### src/rtl/ide_xfer_sequencer_if.sv
// ide_xfer_sequencer_if
//   Bundles the CPU-side control, host-bus qualifiers and buffer/status outputs of the
//   IDE transfer sequencer.
//   slave  : the sequencer (samples control/bus inputs, drives buffer and status outputs)
//   master : the CPU/host side (drives start/mode/dir/lengths/acks/strobes, observes status)
// Signals:
//   start, mode, dir, xfer_len, blk_len   transfer launch and parameters
//   cpu_ack, abort                        CPU block release / termination pulses
//   bus_strobe, dmack                     host word-cycle pulse and DMACK qualifier
//   buf_addr, buf_we                      buffer word address and write enable
//   drq, dmarq, busy, remaining           status
//   block_irq, done, overrun              event pulses and sticky error flag
interface ide_xfer_sequencer_if #(
  parameter int unsigned ADDR_W = 8,
  parameter int unsigned CNT_W  = 16
);
  logic              start;
  logic              mode;
  logic              dir;
  logic [CNT_W-1:0]  xfer_len;
  logic [ADDR_W:0]   blk_len;
  logic              cpu_ack;
  logic              abort;
  logic              bus_strobe;
  logic              dmack;
  logic [ADDR_W-1:0] buf_addr;
  logic              buf_we;
  logic              drq;
  logic              dmarq;
  logic              busy;
  logic [CNT_W-1:0]  remaining;
  logic              block_irq;
  logic              done;
  logic              overrun;

  modport slave (
    input  start, mode, dir, xfer_len, blk_len, cpu_ack, abort, bus_strobe, dmack,
    output buf_addr, buf_we, drq, dmarq, busy, remaining, block_irq, done, overrun
  );

  modport master (
    output start, mode, dir, xfer_len, blk_len, cpu_ack, abort, bus_strobe, dmack,
    input  buf_addr, buf_we, drq, dmarq, busy, remaining, block_irq, done, overrun
  );
endinterface

### src/rtl/ide_xfer_sequencer.sv
// ide_xfer_sequencer
//   Sequences a PIO or multiword-DMA IDE data transfer between the host bus and a
//   2^ADDR_W x 16-bit data buffer, split into CPU-released blocks.
// Ports:
//   clk      sole clock, rising edge
//   rst      asynchronous active-high reset
//   xfer_if  slave side of ide_xfer_sequencer_if (control in, buffer/status out)
module ide_xfer_sequencer #(
  parameter int unsigned ADDR_W = 8,
  parameter int unsigned CNT_W  = 16
) (
  input logic                 clk,
  input logic                 rst,
  ide_xfer_sequencer_if.slave xfer_if
);

  localparam int unsigned BlkW = ADDR_W + 1;

  typedef enum logic [1:0] {
    StIdle,
    StXfer,
    StBlkWait
  } state_e;

  state_e            state_q;
  logic [ADDR_W-1:0] buf_addr_q;
  logic [CNT_W-1:0]  remaining_q;
  logic [BlkW-1:0]   blk_cnt_q;
  logic [BlkW-1:0]   blk_len_q;
  logic              mode_q;
  logic              dir_q;
  logic              dmarq_q;
  logic              block_irq_q;
  logic              done_q;
  logic              overrun_q;

  logic              dmack_ok;
  logic              valid_strobe;
  logic [BlkW-1:0]   blk_len_eff;

  always_comb begin
    // PIO words must arrive with DMACK low, DMA words with DMACK high.
    dmack_ok     = mode_q ? xfer_if.dmack : ~xfer_if.dmack;
    // Abort wins over a coincident strobe, so the strobe must not write the buffer.
    valid_strobe = xfer_if.bus_strobe & (state_q == StXfer) & dmack_ok & ~xfer_if.abort;
    // A zero block length encodes a full buffer.
    blk_len_eff  = (xfer_if.blk_len == '0) ? {1'b1, {ADDR_W{1'b0}}} : xfer_if.blk_len;
  end

  always_ff @(posedge clk or posedge rst) begin
    if (rst) begin
      state_q     <= StIdle;
      buf_addr_q  <= '0;
      remaining_q <= '0;
      blk_cnt_q   <= '0;
      blk_len_q   <= '0;
      mode_q      <= 1'b0;
      dir_q       <= 1'b0;
      dmarq_q     <= 1'b0;
      block_irq_q <= 1'b0;
      done_q      <= 1'b0;
      overrun_q   <= 1'b0;
    end else begin
      block_irq_q <= 1'b0;
      done_q      <= 1'b0;
      if (xfer_if.abort) begin
        state_q <= StIdle;
        dmarq_q <= 1'b0;
      end else begin
        unique case (state_q)
          StIdle: begin
            if (xfer_if.start) begin
              if (xfer_if.xfer_len == '0) begin
                done_q <= 1'b1;
              end else begin
                remaining_q <= xfer_if.xfer_len;
                blk_cnt_q   <= blk_len_eff;
                blk_len_q   <= blk_len_eff;
                buf_addr_q  <= '0;
                mode_q      <= xfer_if.mode;
                dir_q       <= xfer_if.dir;
                overrun_q   <= 1'b0;
                dmarq_q     <= xfer_if.mode;
                state_q     <= StXfer;
              end
            end
          end
          StXfer: begin
            // Early negation: drop DMARQ once the host acknowledges the final word.
            if (xfer_if.dmack && (remaining_q == CNT_W'(1))) begin
              dmarq_q <= 1'b0;
            end
            if (valid_strobe) begin
              buf_addr_q  <= buf_addr_q + ADDR_W'(1);
              remaining_q <= remaining_q - CNT_W'(1);
              blk_cnt_q   <= blk_cnt_q - BlkW'(1);
              if (remaining_q == CNT_W'(1)) begin
                state_q <= StIdle;
                done_q  <= 1'b1;
                dmarq_q <= 1'b0;
              end else if (blk_cnt_q == BlkW'(1)) begin
                state_q     <= StBlkWait;
                block_irq_q <= 1'b1;
                dmarq_q     <= 1'b0;
              end
            end else if (xfer_if.bus_strobe) begin
              overrun_q <= 1'b1;
            end
          end
          StBlkWait: begin
            if (xfer_if.bus_strobe) begin
              overrun_q <= 1'b1;
            end
            if (xfer_if.cpu_ack) begin
              blk_cnt_q <= blk_len_q;
              dmarq_q   <= mode_q;
              state_q   <= StXfer;
            end
          end
          default: state_q <= StIdle;
        endcase
      end
    end
  end

  assign xfer_if.buf_addr  = buf_addr_q;
  assign xfer_if.buf_we    = valid_strobe & dir_q;
  assign xfer_if.drq       = (state_q == StXfer) & ~mode_q;
  assign xfer_if.dmarq     = dmarq_q;
  assign xfer_if.busy      = (state_q != StIdle);
  assign xfer_if.remaining = remaining_q;
  assign xfer_if.block_irq = block_irq_q;
  assign xfer_if.done      = done_q;
  assign xfer_if.overrun   = overrun_q;

endmodule

### src/flat_wrapper.sv
// flat-port wrapper written by rule: the top's interface ports become plain ports
module ide_xfer_sequencer_flat 
#(
  parameter int unsigned ADDR_W = 8,
  parameter int unsigned CNT_W  = 16
)
  (clk, rst, xfer_if_start, xfer_if_mode, xfer_if_dir, xfer_if_xfer_len, xfer_if_blk_len, xfer_if_cpu_ack, xfer_if_abort, xfer_if_bus_strobe, xfer_if_dmack, xfer_if_buf_addr, xfer_if_buf_we, xfer_if_drq, xfer_if_dmarq, xfer_if_busy, xfer_if_remaining, xfer_if_block_irq, xfer_if_done, xfer_if_overrun);
  ide_xfer_sequencer_if #(.ADDR_W(ADDR_W), .CNT_W(CNT_W)) xfer_if_i ();
  input logic clk;
  input logic rst;
  input wire logic [$bits(xfer_if_i.start)-1:0] xfer_if_start;
  input wire logic [$bits(xfer_if_i.mode)-1:0] xfer_if_mode;
  input wire logic [$bits(xfer_if_i.dir)-1:0] xfer_if_dir;
  input wire logic [$bits(xfer_if_i.xfer_len)-1:0] xfer_if_xfer_len;
  input wire logic [$bits(xfer_if_i.blk_len)-1:0] xfer_if_blk_len;
  input wire logic [$bits(xfer_if_i.cpu_ack)-1:0] xfer_if_cpu_ack;
  input wire logic [$bits(xfer_if_i.abort)-1:0] xfer_if_abort;
  input wire logic [$bits(xfer_if_i.bus_strobe)-1:0] xfer_if_bus_strobe;
  input wire logic [$bits(xfer_if_i.dmack)-1:0] xfer_if_dmack;
  output wire logic [$bits(xfer_if_i.buf_addr)-1:0] xfer_if_buf_addr;
  output wire logic [$bits(xfer_if_i.buf_we)-1:0] xfer_if_buf_we;
  output wire logic [$bits(xfer_if_i.drq)-1:0] xfer_if_drq;
  output wire logic [$bits(xfer_if_i.dmarq)-1:0] xfer_if_dmarq;
  output wire logic [$bits(xfer_if_i.busy)-1:0] xfer_if_busy;
  output wire logic [$bits(xfer_if_i.remaining)-1:0] xfer_if_remaining;
  output wire logic [$bits(xfer_if_i.block_irq)-1:0] xfer_if_block_irq;
  output wire logic [$bits(xfer_if_i.done)-1:0] xfer_if_done;
  output wire logic [$bits(xfer_if_i.overrun)-1:0] xfer_if_overrun;
  assign xfer_if_i.start = xfer_if_start;
  assign xfer_if_i.mode = xfer_if_mode;
  assign xfer_if_i.dir = xfer_if_dir;
  assign xfer_if_i.xfer_len = xfer_if_xfer_len;
  assign xfer_if_i.blk_len = xfer_if_blk_len;
  assign xfer_if_i.cpu_ack = xfer_if_cpu_ack;
  assign xfer_if_i.abort = xfer_if_abort;
  assign xfer_if_i.bus_strobe = xfer_if_bus_strobe;
  assign xfer_if_i.dmack = xfer_if_dmack;
  assign xfer_if_buf_addr = xfer_if_i.buf_addr;
  assign xfer_if_buf_we = xfer_if_i.buf_we;
  assign xfer_if_drq = xfer_if_i.drq;
  assign xfer_if_dmarq = xfer_if_i.dmarq;
  assign xfer_if_busy = xfer_if_i.busy;
  assign xfer_if_remaining = xfer_if_i.remaining;
  assign xfer_if_block_irq = xfer_if_i.block_irq;
  assign xfer_if_done = xfer_if_i.done;
  assign xfer_if_overrun = xfer_if_i.overrun;
  ide_xfer_sequencer #(.ADDR_W(ADDR_W), .CNT_W(CNT_W)) u_core (.clk(clk), .rst(rst), .xfer_if(xfer_if_i));
endmodule
### config.mk
export PLATFORM = sky130hd
export DESIGN_NAME = ide_xfer_sequencer_flat
export DESIGN_NICKNAME = d
export VERILOG_FILES = /design/src/rtl/ide_xfer_sequencer_if.sv /design/src/rtl/ide_xfer_sequencer.sv /design/src/flat_wrapper.sv
export SDC_FILE = /design/constraint.sdc
export NUM_CORES = 1
export LEC_CHECK = 0
export BUFFER_PORTS_ARGS = -buffer_cell sky130_fd_sc_hd__clkbuf_2
export CAP_MARGIN = 20
export CORE_MARGIN = 1.5
export CORE_UTILIZATION = 59
export CTS_BUF_LIST = sky130_fd_sc_hd__clkbuf_16
export DETAILED_ROUTE_END_ITERATION = 10
export PLACE_DENSITY_LB_ADDON = 0.08
export SLEW_MARGIN = 0
export SYNTH_ARGS = -nofsm -noshare
export SYNTH_HDL_FRONTEND = slang
export SYNTH_SLANG_ARGS = --single-unit
### constraint.sdc
create_clock -name clk -period 5.5 [get_ports clk]
set_input_delay 0.275 -clock clk [delete_from_list [all_inputs] [get_ports clk]]
set_output_delay 0.275 -clock clk [all_outputs]
set_load 0.01 [all_outputs]
==> results.py, run 1 <==
metrics = {
    "detailed_routing": {
        "wl_per_cell_um": 16.1,
        "drc": 0,
        "firstDrtPassIters": 6,
        "wl_mm": 7.57,
        "drt_iter0_drc": 248,
        "final_antenna_net_count": 0,
        "via_count": 2947,
        "vias_per_cell": 6.28,
    },
    "clock_network": {
        "cts_hold_buf": 0,
        "clock_sinks": 50,
        "cts_buffer_depth": 2,
        "cts.clk_slew.worst_paths_ns": 0.06,
        "insertion_delay_ns": 0.29,
        "root_buffer": "clkbuf_16",
        "tritoncts": "built",
        "cts_setup_buffers": 0,
        "ctsResizeCount": 0,
        "cts_buffers": 5,
        "h-tree-depth": 2,
    },
    "grt": {
        "use_met3_pct": 3.75,
        "grt_overflow": 0,
        "grt_max_degree": 51,
        "grt_pass1_wl_mm": 12.3,
        "met2_usage_pct": 46.4,
        "gr-max-usage-layer": "met2",
        "grt_pass1_vias": 2600,
        "use_met1_pct": 40.7,
        "grt_usage_pct": 28.7,
        "antenna_found_initial": 0,
    },
    "outcome": {
        "violations": "negative hold slack",
        "status": "complete, but fails checks",
    },
    "critical_path": {
        "r2r_cells": 8,
        "critPathBufInv": 3,
        "critPathRequiredTime_ns": 5.67,
        "cpPeakStageDelay_ns": 0.71,
        "r2r_setup_slack_ns": 2.50,
        "worst-setup-path-type": "flop to flop",
        "crit_path_end": "u_core.xfer_if.remaining[2]",
        "cpMaxStageDelayCell": "a211o_1",
        "startpoint": "u_core.state_q[1]",
        "critPathTopFamily": "compound AO/OA/AOI/OAI gates",
        "crit_fanout": 37,
        "r2r-start": "u_core.state_q[1]",
        "endpoint_kind": "flop",
        "arrival_ns": 3.17,
        "r2r-end": "u_core.xfer_if.remaining[2]",
        "crit_top_cell": "inv_1",
        "crit_path_cell_trace": "inv_1, ha_1, buf_4, inv_1, a21oi_1, a211o_1, o22ai_1, a221o_1",
        "cp-start-kind": "flop",
        "worstSetupPathDepth": 8,
    },
    "timing": {
        "fin_crit_ns": 3.00,
        "hold_viol": 20,
        "setup_viol_count_final": 0,
        "fin_skew_ns": 0.00640,
        "finalSetupTns_ns": 0,
        "tightest_slew_ns": 0.869,
        "rsz0062_at_grt": "no",
        "max_clock_freq_ghz": 0.334,
        "fin_crit_sh_pct": 54.5,
        "slew_viol_final": 0,
        "max_slew_margin_pct": 42.0,
        "holdWs_ns": -0.0158,
    },
    "logic_synthesis": {
        "synth_ff_type": "dfrtp_1",
        "synth_edf_count": 0,
        "synth_cell_type_count": 56,
        "synth_seq_cells": 50,
        "syn_area_sq_um": 3050,
        "yosys.area.top_type": "dfrtp_1",
        "yosys.area.top_type_share_pct": 41.0,
        "synthTopCellsByArea": "dfrtp_1, o21ai_0, nand2_1",
        "yosysSeqAreaShare_pct": 41.0,
        "async_reset_ff_share_pct": 100,
        "syn-num-nets": 389,
        "synth_area_per_cell_sq_um": 8.82,
        "yosys_warnings": 0,
        "syn_inst": 346,
    },
    "final_layout": {
        "fill_cells": 371,
        "area.growth.synth_to_final_pct": 17.0,
        "fin_area_sq_um": 3570,
        "instances_no_fill": 469,
        "nets": 445,
        "drive_above_1_share_pct": 22.1,
        "antenna_cells": 0,
    },
    "die": {
        "dieArea_sq_um": 5620,
        "start_util_pct": 63.0,
        "io_pins": 65,
        "die_h_um": 74.9,
        "fp.dieW_um": 74.9,
        "fp-row-count": 25,
        "coreArea_sq_um": 4850,
    },
    "placement": {
        "gp_congestion": 0.902,
        "placed_area_sq_um": 3390,
        "hpwl_mm": 5.36,
        "dp.cells": 461,
        "io_buffers": 64,
    },
    "power": {
        "power_frac_seq_pct": 36.0,
        "combPwrFrac_pct": 46.7,
        "cellLeakagePower_nw": 1.57,
        "p_sw_mw": 0.834,
        "internal_power_mw": 1.11,
        "p_clk_share_pct": 17.3,
        "p_sw_share_pct": 42.8,
        "p_per_area_nw_per_um2": 545,
        "ir_drop_mv": 0.279,
    },
    "flow_run": {
        "drv_cap": 0,
    },
    "hold_path": {
        "min_path_type": "primary input to async pin",
    },
}
==> cells in the final DEF (no fill, tap or decap), types with 6 or more instances in the layout <==
cell type	Yosys	layout
a21oi_1	21	21
clkbuf_2	0	64
dfrtp_1	50	50
ha_1	9	9
inv_1	16	15
mux2_2	9	9
nand2_1	33	33
nand3_1	11	11
nor2_1	24	24
nor3_1	12	12
nor4_1	10	10
o21ai_0	27	27
o22ai_1	7	7
o31ai_1	7	7
or3_1	6	6
or4_1	11	11
==> per-layer routing <==
layer / up-vias / routed length (um)
met4: 0 / 102
li1: 1403 / -
met3: 8 / 431
met5: - / 0
met1: 1419 / 3460
met2: 117 / 3580
==> power by group through the flow <==
stage                     Clock [mW]  Sequential, mW  Combinational [mW]
after floorplan                    0           0.693               0.643
after global placement             0           0.697               0.879
after detailed placement           0           0.701               0.898
after CTS                      0.340           0.698               0.904
after global routing           0.353           0.728                1.01
final                          0.336           0.702               0.909
==> worst min path at each step <==
stage,from,end,slack [ns]
detailed placement,u_core.blk_len_q[2],u_core.blk_len_q[2],0.49
finish,rst,u_core.xfer_if.overrun,-0.02
CTS,xfer_if_dir,u_core.dir_q,0.22
floorplan,xfer_if_blk_len[2],u_core.blk_len_q[2],0.41
global route,rst,u_core.xfer_if.done,0.03
global placement,u_core.blk_len_q[2],u_core.blk_len_q[2],0.48
==> synthesized netlist by cell type, drive strengths merged (3+ instances only) <==
master and number:
dfrtp 50, nand2b 3, and3 4, nor2 24, and2 4, or3 6, xnor2 4, a211oi 3
mux2 10, o22ai 7, nand2 33, nand3 11, a21oi 21, a221oi 4, o21ai 29, buf 6
o31ai 7, ha 9, nor4 10, or4 13, mux2i 3, nor3 12, clkbuf 13, a31oi 4
a22oi 5, inv 16
==> area by class of cell <==
class	instances	area (sq um)	share of cell area (%)
Clock buffer	5	125	3.50
Clock inverter	2	33.8	0.946
Inverter	16	60.1	1.68
Multi-Input combinational cell	261	1650	46.3
Sequential cell	50	1250	35.0
Tap cell	67	83.8	2.35
Timing Repair Buffer	68	363	10.2
==> registers in the layout, summed over array words and instances, names as in the netlist <==
register                  cells
u_core.xfer_if.dmarq          1
u_core.xfer_if.remaining     16
u_core.xfer_if.overrun        1
u_core.blk_cnt_q              9
u_core.state_q                2
u_core.dir_q                  1
u_core.xfer_if.block_irq      1
u_core.xfer_if.done           1
u_core.xfer_if.buf_addr       8
u_core.blk_len_q              9
u_core.mode_q                 1
==> through the flow <==
stage	setup slack (ns)	power (mW)	utilization [%]	hold slack (ns)
6_report	2.50	1.95	73.7	-0.0158
4_1_cts	2.56	1.94	73.2	0.222
2_1_floorplan	3.10	1.34	-	0.410
3_5_place_dp	2.55	1.60	70.0	0.494
5_1_grt	2.26	2.09	73.7	0.0314
3_3_place_gp	2.61	1.58	70.0	0.484
==> cells by family after synthesis <==
kind of cell	count (synthesis)	synth area share [%]
compound gates	103	21.9
xor+xnor	5	1.43
fa+ha+maj	9	3.69
buf+inv	35	4.84
flops	50	41.0
mux	13	4.67
simple gates	131	22.5
==> worst reg2reg max path, stage by stage (launching register included) <==
cell	delay (ns)
dfrtp_1	0.42
inv_1	0.10
ha_1	0.18
buf_4	0.36
inv_1	0.37
a21oi_1	0.26
a211o_1	0.71
o22ai_1	0.20
a221o_1	0.28
No activity file was read; power rests on OpenSTA's default activity.
==> inputs of run 2 (changes only) <==
--- a/config.mk
+++ b/config.mk
@@ -8,7 +8,7 @@
 export BUFFER_PORTS_ARGS = -buffer_cell sky130_fd_sc_hd__clkbuf_2
 export CAP_MARGIN = 20
 export CORE_MARGIN = 1.5
-export CORE_UTILIZATION = 59
+export CORE_UTILIZATION = 55
 export CTS_BUF_LIST = sky130_fd_sc_hd__clkbuf_16
 export DETAILED_ROUTE_END_ITERATION = 10
 export PLACE_DENSITY_LB_ADDON = 0.08
==> constraint.sdc (replaced) <==
create_clock -name clk -period 2.91 [get_ports clk]
set_input_delay 0.1455 -clock clk [delete_from_list [all_inputs] [get_ports clk]]
set_output_delay 0.1455 -clock clk [all_outputs]
set_load 0.01 [all_outputs]
==> results.py, run 2 (synthesis results as in run 1) <==
metrics = {
    "final_layout": {
        "largest_reg_flops": 16,
        "area.growth.synth_to_final_pct": 18.6,
        "nets": 450,
        "final_cell_mix": "clkbuf_2, dfrtp_1, nand2_1",
        "final_common_cell": "clkbuf_2",
        "antenna_cells": 0,
        "drive_above_1_share_pct": 23.3,
    },
    "critical_path": {
        "endpoint_kind": "flop",
        "r2r-end": "u_core.state_q[0]",
        "worst-setup-path-type": "flop to flop",
        "cp-start-kind": "flop",
        "r2r-start": "u_core.xfer_if.remaining[1]",
        "arrival_ns": 2.74,
        "r2r_cells": 7,
        "r2r_setup_slack_ns": 0.38,
        "crit_fanout": 5,
        "critPathRequiredTime_ns": 3.12,
    },
    "timing": {
        "hold_viol": 0,
        "finalSetupTns_ns": 0,
        "fin_skew_ns": 0.00576,
        "max_clock_freq_ghz": 0.395,
        "rsz0062_at_grt": "no",
        "slew_viol_final": 0,
        "fin_crit_sh_pct": 87.1,
        "setup_viol_count_final": 0,
        "tightest_slew_ns": 0.802,
        "fin_crit_ns": 2.53,
        "holdWs_ns": 0.0900,
        "max_slew_margin_pct": 46.0,
    },
    "detailed_routing": {
        "final_antenna_net_count": 0,
        "firstDrtPassIters": 5,
        "vias_per_cell": 6.10,
        "via_count": 2916,
        "drt_iter0_drc": 239,
        "wl_mm": 7.55,
        "drc": 0,
        "wl_per_cell_um": 15.8,
    },
    "grt": {
        "grt_pass1_vias": 2735,
        "grt_pass1_wl_mm": 12.7,
        "grt_overflow": 0,
        "grt_max_degree": 51,
        "antenna_found_initial": 0,
        "grt_usage_pct": 26.1,
    },
    "power": {
        "ir_drop_mv": 0.656,
        "cellLeakagePower_nw": 1.60,
        "p_per_area_nw_per_um2": 1030,
    },
    "hold_path": {
        "hold_path_end": "u_core.dir_q",
        "min_path_type": "primary input to flop",
        "hold_start": "xfer_if_dir",
        "worstHoldPathCells": 2,
    },
    "die": {
        "io_pins": 65,
        "fp.dieW_um": 77.5,
        "die_h_um": 77.5,
        "fp-row-count": 26,
        "dieArea_sq_um": 6010,
        "start_util_pct": 58.3,
        "coreArea_sq_um": 5240,
    },
    "clock_network": {
        "cts.clk_slew.worst_paths_ns": 0.07,
        "h-tree-depth": 2,
        "clock_sinks": 50,
        "cts_buffers": 5,
        "cts_buffer_depth": 2,
        "tritoncts": "built",
        "ctsResizeCount": 0,
        "insertion_delay_ns": 0.29,
        "root_buffer": "clkbuf_16",
    },
    "placement": {
        "gp_congestion": 0.908,
        "hpwl_mm": 5.33,
        "io_buffers": 64,
    },
    "outcome": {
        "status": "finished clean",
    },
    "flow_run": {
        "drv_cap": 0,
    },
}
run 2: changes by cell type in the layout (fill, tap and decap cells not counted), sizes merged:
cell         delta
clkinv          +1
buf             +4
dlygate4sd3     +1
run 2: cell type report:
| class | instances | area (sq um) |
|---|---|---|
| clock buffers | 5 | 125 |
| flip-flops and latches | 50 | 1250 |
| clock inverters | 3 | 40.0 |
| well taps | 70 | 87.6 |
| multi-input cells | 261 | 1650 |
| fillers | 428 | 1620 |
| repair buffers | 73 | 403 |
| inverters | 16 | 60.1 |
run 2: worst max path at each step:
stage          cells after the start                      endpoint                         from
6_report                           7             u_core.state_q[0]  u_core.xfer_if.remaining[1]
5_1_grt                            7             u_core.state_q[1]  u_core.xfer_if.remaining[1]
4_1_cts                            7             u_core.state_q[1]  u_core.xfer_if.remaining[1]
3_3_place_gp                       7             u_core.state_q[0]  u_core.xfer_if.remaining[1]
3_5_place_dp                       6   u_core.xfer_if.remaining[2]         xfer_if_xfer_len[11]
2_1_floorplan                      8  u_core.xfer_if.remaining[12]  u_core.xfer_if.remaining[0]
run 2: per-layer routing:
layer	vias up	part of all wire, %	track usage, %
met5	-	0	0
li1	1418	-	-
met2	130	47	42.5
met1	1357	45	35.1
met4	0	1.4	9.09
met3	11	6.9	4.24
run 2: where the power goes:
group          internal (mW)  switching [mW]
Sequential             0.989           0.338
Combinational          0.746           0.998
Clock                  0.403           0.259
Total                   2.14            1.60
run 2: metrics by stage:
step	util [%]	area, sq um	setup WS (ns)	total power, mW	cells
2_1_floorplan	-	3050	0.508	2.53	346
3_3_place_gp	65.4	3430	0.433	3.02	468
3_5_place_dp	65.4	3430	0.420	3.05	468
4_1_cts	68.6	3590	0.407	3.73	476
5_1_grt	69.1	3620	0.263	4.01	478
6_report	69.1	3620	0.376	3.73	478
run 2: repair_timing:
item                      in CTS  in global routing
hold endpoints to repair       0                  7
hold buffers                   0                  1
setup buffers                  0                  0
run 2: critical path: stages (launching register included):
cell and delay [ns]:
dfrtp_1 0.42, inv_1 0.10, ha_1 0.13, or4b_2 0.60, nor4_1 0.56, nand3b_1 0.20
o2111a_1 0.25, mux2i_1 0.21
